<file path="src/rtl/vga_timing_pkg.sv">
// Shared 640x480 VGA timing constants and decoder state encoding.
package vga_timing_pkg;

  localparam int unsigned H_ACTIVE      = 640;
  localparam int unsigned H_FRONT_PORCH = 16;
  localparam int unsigned H_SYNC_PULSE  = 96;
  localparam int unsigned H_BACK_PORCH  = 48;
  localparam int unsigned H_TOTAL       = H_ACTIVE + H_FRONT_PORCH + H_SYNC_PULSE + H_BACK_PORCH;

  localparam int unsigned V_ACTIVE      = 480;
  localparam int unsigned V_FRONT_PORCH = 10;
  localparam int unsigned V_SYNC_PULSE  = 2;
  localparam int unsigned V_BACK_PORCH  = 33;
  localparam int unsigned V_TOTAL       = V_ACTIVE + V_FRONT_PORCH + V_SYNC_PULSE + V_BACK_PORCH;

  // First column of the hsync pulse, first column after it, first vsync line.
  localparam int unsigned HSYNC_POS = H_ACTIVE + H_FRONT_PORCH;
  localparam int unsigned HSYNC_END = HSYNC_POS + H_SYNC_PULSE;
  localparam int unsigned VSYNC_POS = V_ACTIVE + V_FRONT_PORCH;

  typedef enum logic [1:0] {
    SEARCH = 2'd0,
    HALIGN = 2'd1,
    LOCKED = 2'd2
  } sync_state_t;

  // 10-bit counter step that wraps from last back to zero.
  function automatic logic [9:0] wrap_inc(input logic [9:0] value, input logic [9:0] last);
    return (value == last) ? 10'd0 : value + 10'd1;
  endfunction

endpackage

</file>
<file path="src/rtl/vga_edge_detect.sv">
// Falling/rising edge detector for one active-low sync line.
module vga_edge_detect (
  input  logic clock,
  input  logic reset,
  input  logic sync_in,
  output logic fall,
  output logic rise
);

  logic sync_prev;

  // Previous sample; resets high so an idle (high) line shows no edge.
  always_ff @(posedge clock) begin
    if (reset) sync_prev <= 1'b1;
    else       sync_prev <= sync_in;
  end

  assign fall = sync_prev & ~sync_in;
  assign rise = ~sync_prev & sync_in;

endmodule

</file>
<file path="src/rtl/vga_sync_decoder.sv">
// VGA receiver: locks onto hsync/vsync timing and re-emits active pixels
// with recovered row/column, one clock after the sample is taken.
//
// state  | meaning
// SEARCH | no horizontal reference; waiting for an hsync fall
// HALIGN | column count aligned to hsync; waiting for a vsync fall at col 0
// LOCKED | both counters aligned; every sync edge is checked against them
module vga_sync_decoder
  import vga_timing_pkg::*;
#(
  parameter int unsigned H_ACTIVE      = vga_timing_pkg::H_ACTIVE,
  parameter int unsigned H_FRONT_PORCH = vga_timing_pkg::H_FRONT_PORCH,
  parameter int unsigned H_SYNC_PULSE  = vga_timing_pkg::H_SYNC_PULSE,
  parameter int unsigned H_TOTAL       = vga_timing_pkg::H_TOTAL,
  parameter int unsigned V_ACTIVE      = vga_timing_pkg::V_ACTIVE,
  parameter int unsigned V_FRONT_PORCH = vga_timing_pkg::V_FRONT_PORCH,
  parameter int unsigned V_TOTAL       = vga_timing_pkg::V_TOTAL
) (
  input  logic       clock,
  input  logic       reset,
  input  logic       vga_hsync,
  input  logic       vga_vsync,
  input  logic [2:0] vga_rgb,
  output logic [9:0] pixel_row,
  output logic [9:0] pixel_col,
  output logic [2:0] pixel_rgb,
  output logic       pixel_valid,
  output logic       frame_start,
  output logic       locked,
  output logic       sync_error
);

  localparam logic [9:0] HS_POS = 10'(H_ACTIVE + H_FRONT_PORCH);
  localparam logic [9:0] HS_END = 10'(H_ACTIVE + H_FRONT_PORCH + H_SYNC_PULSE);
  localparam logic [9:0] VS_POS = 10'(V_ACTIVE + V_FRONT_PORCH);
  localparam logic [9:0] H_LAST = 10'(H_TOTAL - 1);
  localparam logic [9:0] V_LAST = 10'(V_TOTAL - 1);
  localparam logic [9:0] H_ACT  = 10'(H_ACTIVE);
  localparam logic [9:0] V_ACT  = 10'(V_ACTIVE);

  sync_state_t state_q, state_d;
  logic [9:0]  hc_q, hc_d, vc_q, vc_d;
  logic        hfall, hrise, vfall;
  logic        vsync_rise_unused;
  logic        at_hs_pos, at_vs_pos, lock_err, timing_err, valid_d;

  vga_edge_detect u_hsync_edge (
    .clock   (clock),
    .reset   (reset),
    .sync_in (vga_hsync),
    .fall    (hfall),
    .rise    (hrise)
  );

  // The end of the vsync pulse carries no timing check.
  vga_edge_detect u_vsync_edge (
    .clock   (clock),
    .reset   (reset),
    .sync_in (vga_vsync),
    .fall    (vfall),
    .rise    (vsync_rise_unused)
  );

  assign at_hs_pos = (hc_q == HS_POS);
  assign at_vs_pos = (hc_q == 10'd0) && (vc_q == VS_POS);

  // hfall must coincide with HS_POS in both directions, so a late or early
  // edge and a missing edge share one term; all checks merge to one pulse.
  assign lock_err = (hfall != at_hs_pos)
                  | (hrise & (hc_q != HS_END))
                  | (vfall & ~at_vs_pos)
                  | (at_vs_pos & vga_vsync);

  assign valid_d = (state_q == LOCKED) && (hc_q < H_ACT) && (vc_q < V_ACT);

  // State register and sample-position counters.
  always_ff @(posedge clock) begin
    if (reset) begin
      state_q <= SEARCH;
      hc_q    <= 10'd0;
      vc_q    <= 10'd0;
    end else begin
      state_q <= state_d;
      hc_q    <= hc_d;
      vc_q    <= vc_d;
    end
  end

  // Next state and counter realignment; counters free-run unless a sync edge re-seeds them.
  always_comb begin
    state_d    = state_q;
    hc_d       = wrap_inc(hc_q, H_LAST);
    vc_d       = (hc_q == H_LAST) ? wrap_inc(vc_q, V_LAST) : vc_q;
    timing_err = 1'b0;
    case (state_q)
      SEARCH: begin
        if (hfall) begin
          hc_d    = HS_POS + 10'd1;
          vc_d    = vc_q;
          state_d = HALIGN;
        end
      end
      HALIGN: begin
        if (vfall) begin
          if (hc_q == 10'd0) begin
            hc_d    = 10'd1;
            vc_d    = VS_POS;
            state_d = LOCKED;
          end else begin
            timing_err = 1'b1;
            state_d    = SEARCH;
          end
        end else if (hfall && !at_hs_pos) begin
          timing_err = 1'b1;
          hc_d       = HS_POS + 10'd1;
          vc_d       = vc_q;
        end
      end
      LOCKED: begin
        timing_err = lock_err;
        if (lock_err) state_d = SEARCH;
      end
      default: state_d = SEARCH;
    endcase
  end

  // Single output stage: everything describes the sample consumed at this edge.
  always_ff @(posedge clock) begin
    if (reset) begin
      pixel_row   <= 10'd0;
      pixel_col   <= 10'd0;
      pixel_rgb   <= 3'b000;
      pixel_valid <= 1'b0;
      frame_start <= 1'b0;
      locked      <= 1'b0;
      sync_error  <= 1'b0;
    end else begin
      pixel_row   <= vc_q;
      pixel_col   <= hc_q;
      pixel_rgb   <= valid_d ? vga_rgb : 3'b000;
      pixel_valid <= valid_d;
      frame_start <= (state_q == LOCKED) && (hc_q == 10'd0) && (vc_q == 10'd0);
      locked      <= (state_d == LOCKED);
      sync_error  <= timing_err;
    end
  end

endmodule

</file>
<file path="config.mk">
export PLATFORM = sky130hd
export DESIGN_NAME = vga_sync_decoder
export DESIGN_NICKNAME = d
export VERILOG_FILES = /design/src/rtl/vga_timing_pkg.sv /design/src/rtl/vga_edge_detect.sv /design/src/rtl/vga_sync_decoder.sv
export SDC_FILE = /design/constraint.sdc
export NUM_CORES = 1
export LEC_CHECK = 0
export BUFFER_PORTS_ARGS = -buffer_cell sky130_fd_sc_hd__buf_2
export CAP_MARGIN = 5
export CELL_PAD_IN_SITES_DETAIL_PLACEMENT = 1
export CELL_PAD_IN_SITES_GLOBAL_PLACEMENT = 2
export CORE_ASPECT_RATIO = 0.8
export CORE_MARGIN = 10
export CORE_UTILIZATION = 30
export DETAILED_ROUTE_END_ITERATION = 10
export GPL_TIMING_DRIVEN = 1
export PLACE_DENSITY = 0.74
export SYNTH_ARGS = -nofsm -noshare
export SYNTH_HDL_FRONTEND = slang
export SYNTH_SLANG_ARGS = --single-unit
export TNS_END_PERCENT = 30
</file>
<file path="constraint.sdc">
create_clock -name clock -period 8.1 [get_ports clock]
set_input_delay 0.405 -clock clock [delete_from_list [all_inputs] [get_ports clock]]
set_output_delay 0.405 -clock clock [all_outputs]
set_load 0.02 [all_outputs]
</file>
==> out/summary.log <==
qor: route.dr_total_vias 1809
qor: sta.slew_headroom 0.400
qor: global_routing.groute.usage.overall 0.0967
qor: route.wl_per_cell 14.8 um
qor: global_routing.global_route.usage.met3 0.0284
qor: yosys.synth_warnings 0
qor: place.dpl.cell_count 361
qor: hold_path.timing.hold.worst.start vga_rgb[1]
qor: floorplanning.top_level_ports 34
qor: pwr.max-vdd-ir-drop 0.0713 mV
qor: setup_path.timing.critical_path.depth 9
qor: setup_path.critPathSlowestCell sky130_fd_sc_hd__a31oi_1
qor: sta.max_freq 267 MHz
qor: clock_tree.clock_sink_count 51
qor: finish.multi_input_comb_area 1110 sq um
qor: yosys.postSynthRegisterBits 51
qor: clock_tree.cts_root_buf sky130_fd_sc_hd__clkbuf_8
qor: sta.maxSlewViolCount 0
qor: hold_path.hold-path-endpoint pixel_rgb[1]
qor: run.cap_viol_max_count 0
qor: sta.fin_skew 0.0116 ns
qor: finish.layout_cell_share_with_drive_strength_beyond_1 0.176
qor: clock_tree.cts-htree-levels 2
qor: sta.setup_viol 0
qor: route.drt_iter0_drc 77
qor: finish.antenna_cell_count 0
qor: yosys.post_synth.cell_area_avg 8.97 sq um
qor: global_routing.grt_start_max_net_pins 36
qor: global_routing.groute.layer.met2.usage 0.155
qor: yosys.synth_cell_type_count 44
qor: setup_path.required 8.32 ns
qor: finish.mostFrequentLayoutCell sky130_fd_sc_hd__dfxtp_1
qor: finish.fillerInstances 889
qor: setup_path.startpoint hc_q[0]
qor: route.drt-pass1-iter-count 4
qor: yosys.postSynth.asyncResetShare 0
qor: sta.rsz0062_at_grt false
qor: setup_path.critical_path.startpoint_type flop
qor: finish.register_area 1020 sq um
qor: place.numPortBuffers 33
qor: route.drt.antenna.violating_nets 0
qor: yosys.post_synth_instance_area 2240 sq um
qor: floorplanning.die-height 97.3 um
qor: setup_path.worst-path-max-fanout 13
qor: global_routing.globalRouteOverflowTotal 0
qor: setup_path.register_to_register_setup_slack 4.36 ns
qor: setup_path.crit_path_max_incr_delay 0.74 ns
qor: floorplanning.core-area 7320 sq um
qor: setup_path.worstSetupEndpointType flop
qor: hold_path.whs_path_depth 2
qor: finish.cell_area_after_layout 2570 sq um
qor: floorplanning.rows 28
qor: hold_path.timing.hold.worst.class primary input to flop
qor: place.weighted_congestion_at_the_end_of_routability_driven_global_placement 0.776
qor: place.detailed_place_hpwl 4040 um
qor: clock_tree.post_cts_hold_buffer_count 0
qor: finish.finish.net_count 295
qor: sta.timing.final.crit_period 3.74 ns
qor: clock_tree.clock_insertion_delay_worst_skew 0.30 ns
qor: yosys.synth_enable_flop_cells 0
qor: sta.final.setup.tns 0 ns
qor: yosys.postSynth.topFlopCell sky130_fd_sc_hd__dfxtp_1
qor: route.drt_drc_violations_left 0
qor: floorplanning.die_w 117 um
qor: sta.post-route-period-util 0.462
qor: finish.most_used_cells_in_the_layout_excluding_fill_and_tap_cells sky130_fd_sc_hd__dfxtp_1 (51), sky130_fd_sc_hd__buf_2 (33), sky130_fd_sc_hd__nor2_1 (27)
qor: setup_path.timing.critical_path.cells inv_1 > ha_1 > or3b_1 > or4_1 > ha_1 > a31oi_1 > nand2_1 > or4_1 > a31oi_1
qor: yosys.number_of_instances_in_the_synthesized_netlist 250
qor: global_routing.first_global_vias 1788
qor: floorplanning.floorplan.die_area 11400 sq um
qor: global_routing.groute.layer.met1.usage 0.124
qor: pwr.power.static_leakage 1.08 nW
qor: clock_tree.tritoncts_clock_tree built
qor: clock_tree.cts-resized-gates 0
qor: finish.layout-area-overhead-vs-synth 14.7%
qor: yosys.ys_seq_area_frac 0.455
qor: clock_tree.cts_setup_buffers 0
qor: finish.fin_cells 368
qor: global_routing.antenna_found_initial 0
qor: sta.final_hold_viol_count 0
qor: clock_tree.clk_pin_slew_worst_paths 0.10 ns
qor: route.vias_per_cell 4.92
qor: yosys.syn_nets 267
qor: setup_path.r2r_cells 9
qor: pwr.cellPowerDensity 190 nW/um^2
qor: floorplanning.floorplan.initialDensity 0.306
qor: setup_path.worst_ep_arrival_time 3.96 ns
qor: sta.finalWorstSetupSlack 4.36 ns
qor: global_routing.wire_length_of_the_first_global_routing_pass 9050 um
qor: setup_path.family_with_the_most_delay_on_the_worst_path simple AND/OR/NAND/NOR gates
qor: setup_path.timing.rr.end vc_q[7]
qor: place.placed_cell_area 2460 sq um
qor: route.routed_wl 5440 um
qor: global_routing.top_usage_layer met2
qor: setup_path.setup.worst_path.class flop to flop
qor: place.place_ws 4.40 ns
qor: setup_path.worst-path-buf-inv 1
qor: clock_tree.cts_made_buffers 5
qor: clock_tree.max-clock-path-buffers 2
qor: setup_path.r2r_start hc_q[0]
qor: outcome.status complete, no violations
qor: sta.transition_at_the_pin_with_the_smallest_max_transition_slack 0.896 ns
==> state kept, by name (all words and copies together), names as in the netlist <==
register and count:
u_hsync_edge.sync_prev 1, vc_q 10, pixel_row 10, state_q 2, hc_q 10, pixel_rgb 3, locked 1, frame_start 1
pixel_col 10, pixel_valid 1, u_vsync_edge.sync_prev 1, sync_error 1
==> worst max-delay path by stage <==
| stage | end | slack [ns] |
|---|---|---|
| after detailed placement | vc_q[7] | 4.40 |
| after floorplan | vc_q[0] | 5.11 |
| final | vc_q[7] | 4.36 |
| after global routing | vc_q[7] | 4.09 |
| after CTS | vc_q[7] | 4.37 |
| after global placement | vc_q[7] | 4.50 |
==> cell type report <==
type	instances	share of cell area
clock buffer	5	0.0268
inverter	15	0.0219
multi-input combinational	172	0.432
sequential	51	0.397
clock inverter	2	0.0146
tap	90	0.0438
timing repair buffer	33	0.0642
==> cells in the mapped netlist, drive strengths merged, types with 2 or more instances <==
library cell / instances / share of area
a211oi: 3 / 0.010
a21oi: 12 / 0.027
a31oi: 7 / 0.020
and2: 3 / 0.0084
and3: 5 / 0.014
and3b: 3 / 0.012
and4: 4 / 0.016
buf: 3 / 0.0095
clkbuf: 9 / 0.015
dfxtp: 51 / 0.46
ha: 10 / 0.056
inv: 15 / 0.025
nand2: 14 / 0.025
nand2b: 2 / 0.0056
nand3: 7 / 0.016
nand3b: 2 / 0.0067
nand4: 6 / 0.017
nor2: 27 / 0.045
nor2b: 20 / 0.056
nor3: 3 / 0.0067
o211a: 2 / 0.0089
o21ai: 9 / 0.020
or2: 3 / 0.0084
or3: 3 / 0.011
or4: 5 / 0.018
xnor2: 3 / 0.012
xor2: 6 / 0.023
==> worst register-to-register path: stages (launching register included) <==
cell and delay [ns]:
sky130_fd_sc_hd__dfxtp_1 0.35, sky130_fd_sc_hd__inv_1 0.10, sky130_fd_sc_hd__ha_1 0.14, sky130_fd_sc_hd__or3b_1 0.41
sky130_fd_sc_hd__or4_1 0.53, sky130_fd_sc_hd__ha_1 0.23, sky130_fd_sc_hd__a31oi_1 0.74, sky130_fd_sc_hd__nand2_1 0.45
sky130_fd_sc_hd__or4_1 0.56, sky130_fd_sc_hd__a31oi_1 0.17
==> metrics by stage <==
step	util	power, mW	hold slack [ns]
finish	0.351	0.489	0.294
global route	0.351	0.513	0.295
CTS	0.351	0.498	0.289
detailed placement	0.337	0.320	0.500
global placement	0.337	0.320	0.481
floorplan	-	0.307	0.460
==> per-layer routing <==
| layer | part of all wire | routed length, um |
|---|---|---|
| met5 | 0 | 0 |
| met2 | 0.45 | 2440 |
| met1 | 0.49 | 2690 |
| met4 | 0.0086 | 47 |
| met3 | 0.049 | 265 |
==> report_power, final <==
part	total (mW)	switching [mW]	internal (mW)
clock network	0.175	0.0847	0.0905
logic	0.0475	0.0292	0.0183
registers	0.266	0.00829	0.258
total	0.489	0.122	0.367
==> cell families (layout without fill, tap and decap cells) <==
kind of cell             Yosys count  in the layout  share of synthesized area
XOR/XNOR                           9              9                     0.0352
AO/OA/AOI/OAI                     41             41                      0.118
multiplexers                       1              1                    0.00446
AND/OR/NAND/NOR                  111            111                      0.281
buffers and inverters             27             55                     0.0497
flip-flops                        51             51                      0.455
adder cells (fa/ha/maj)           10             10                     0.0558
Note: power is estimated with default switching activity, not from simulation.
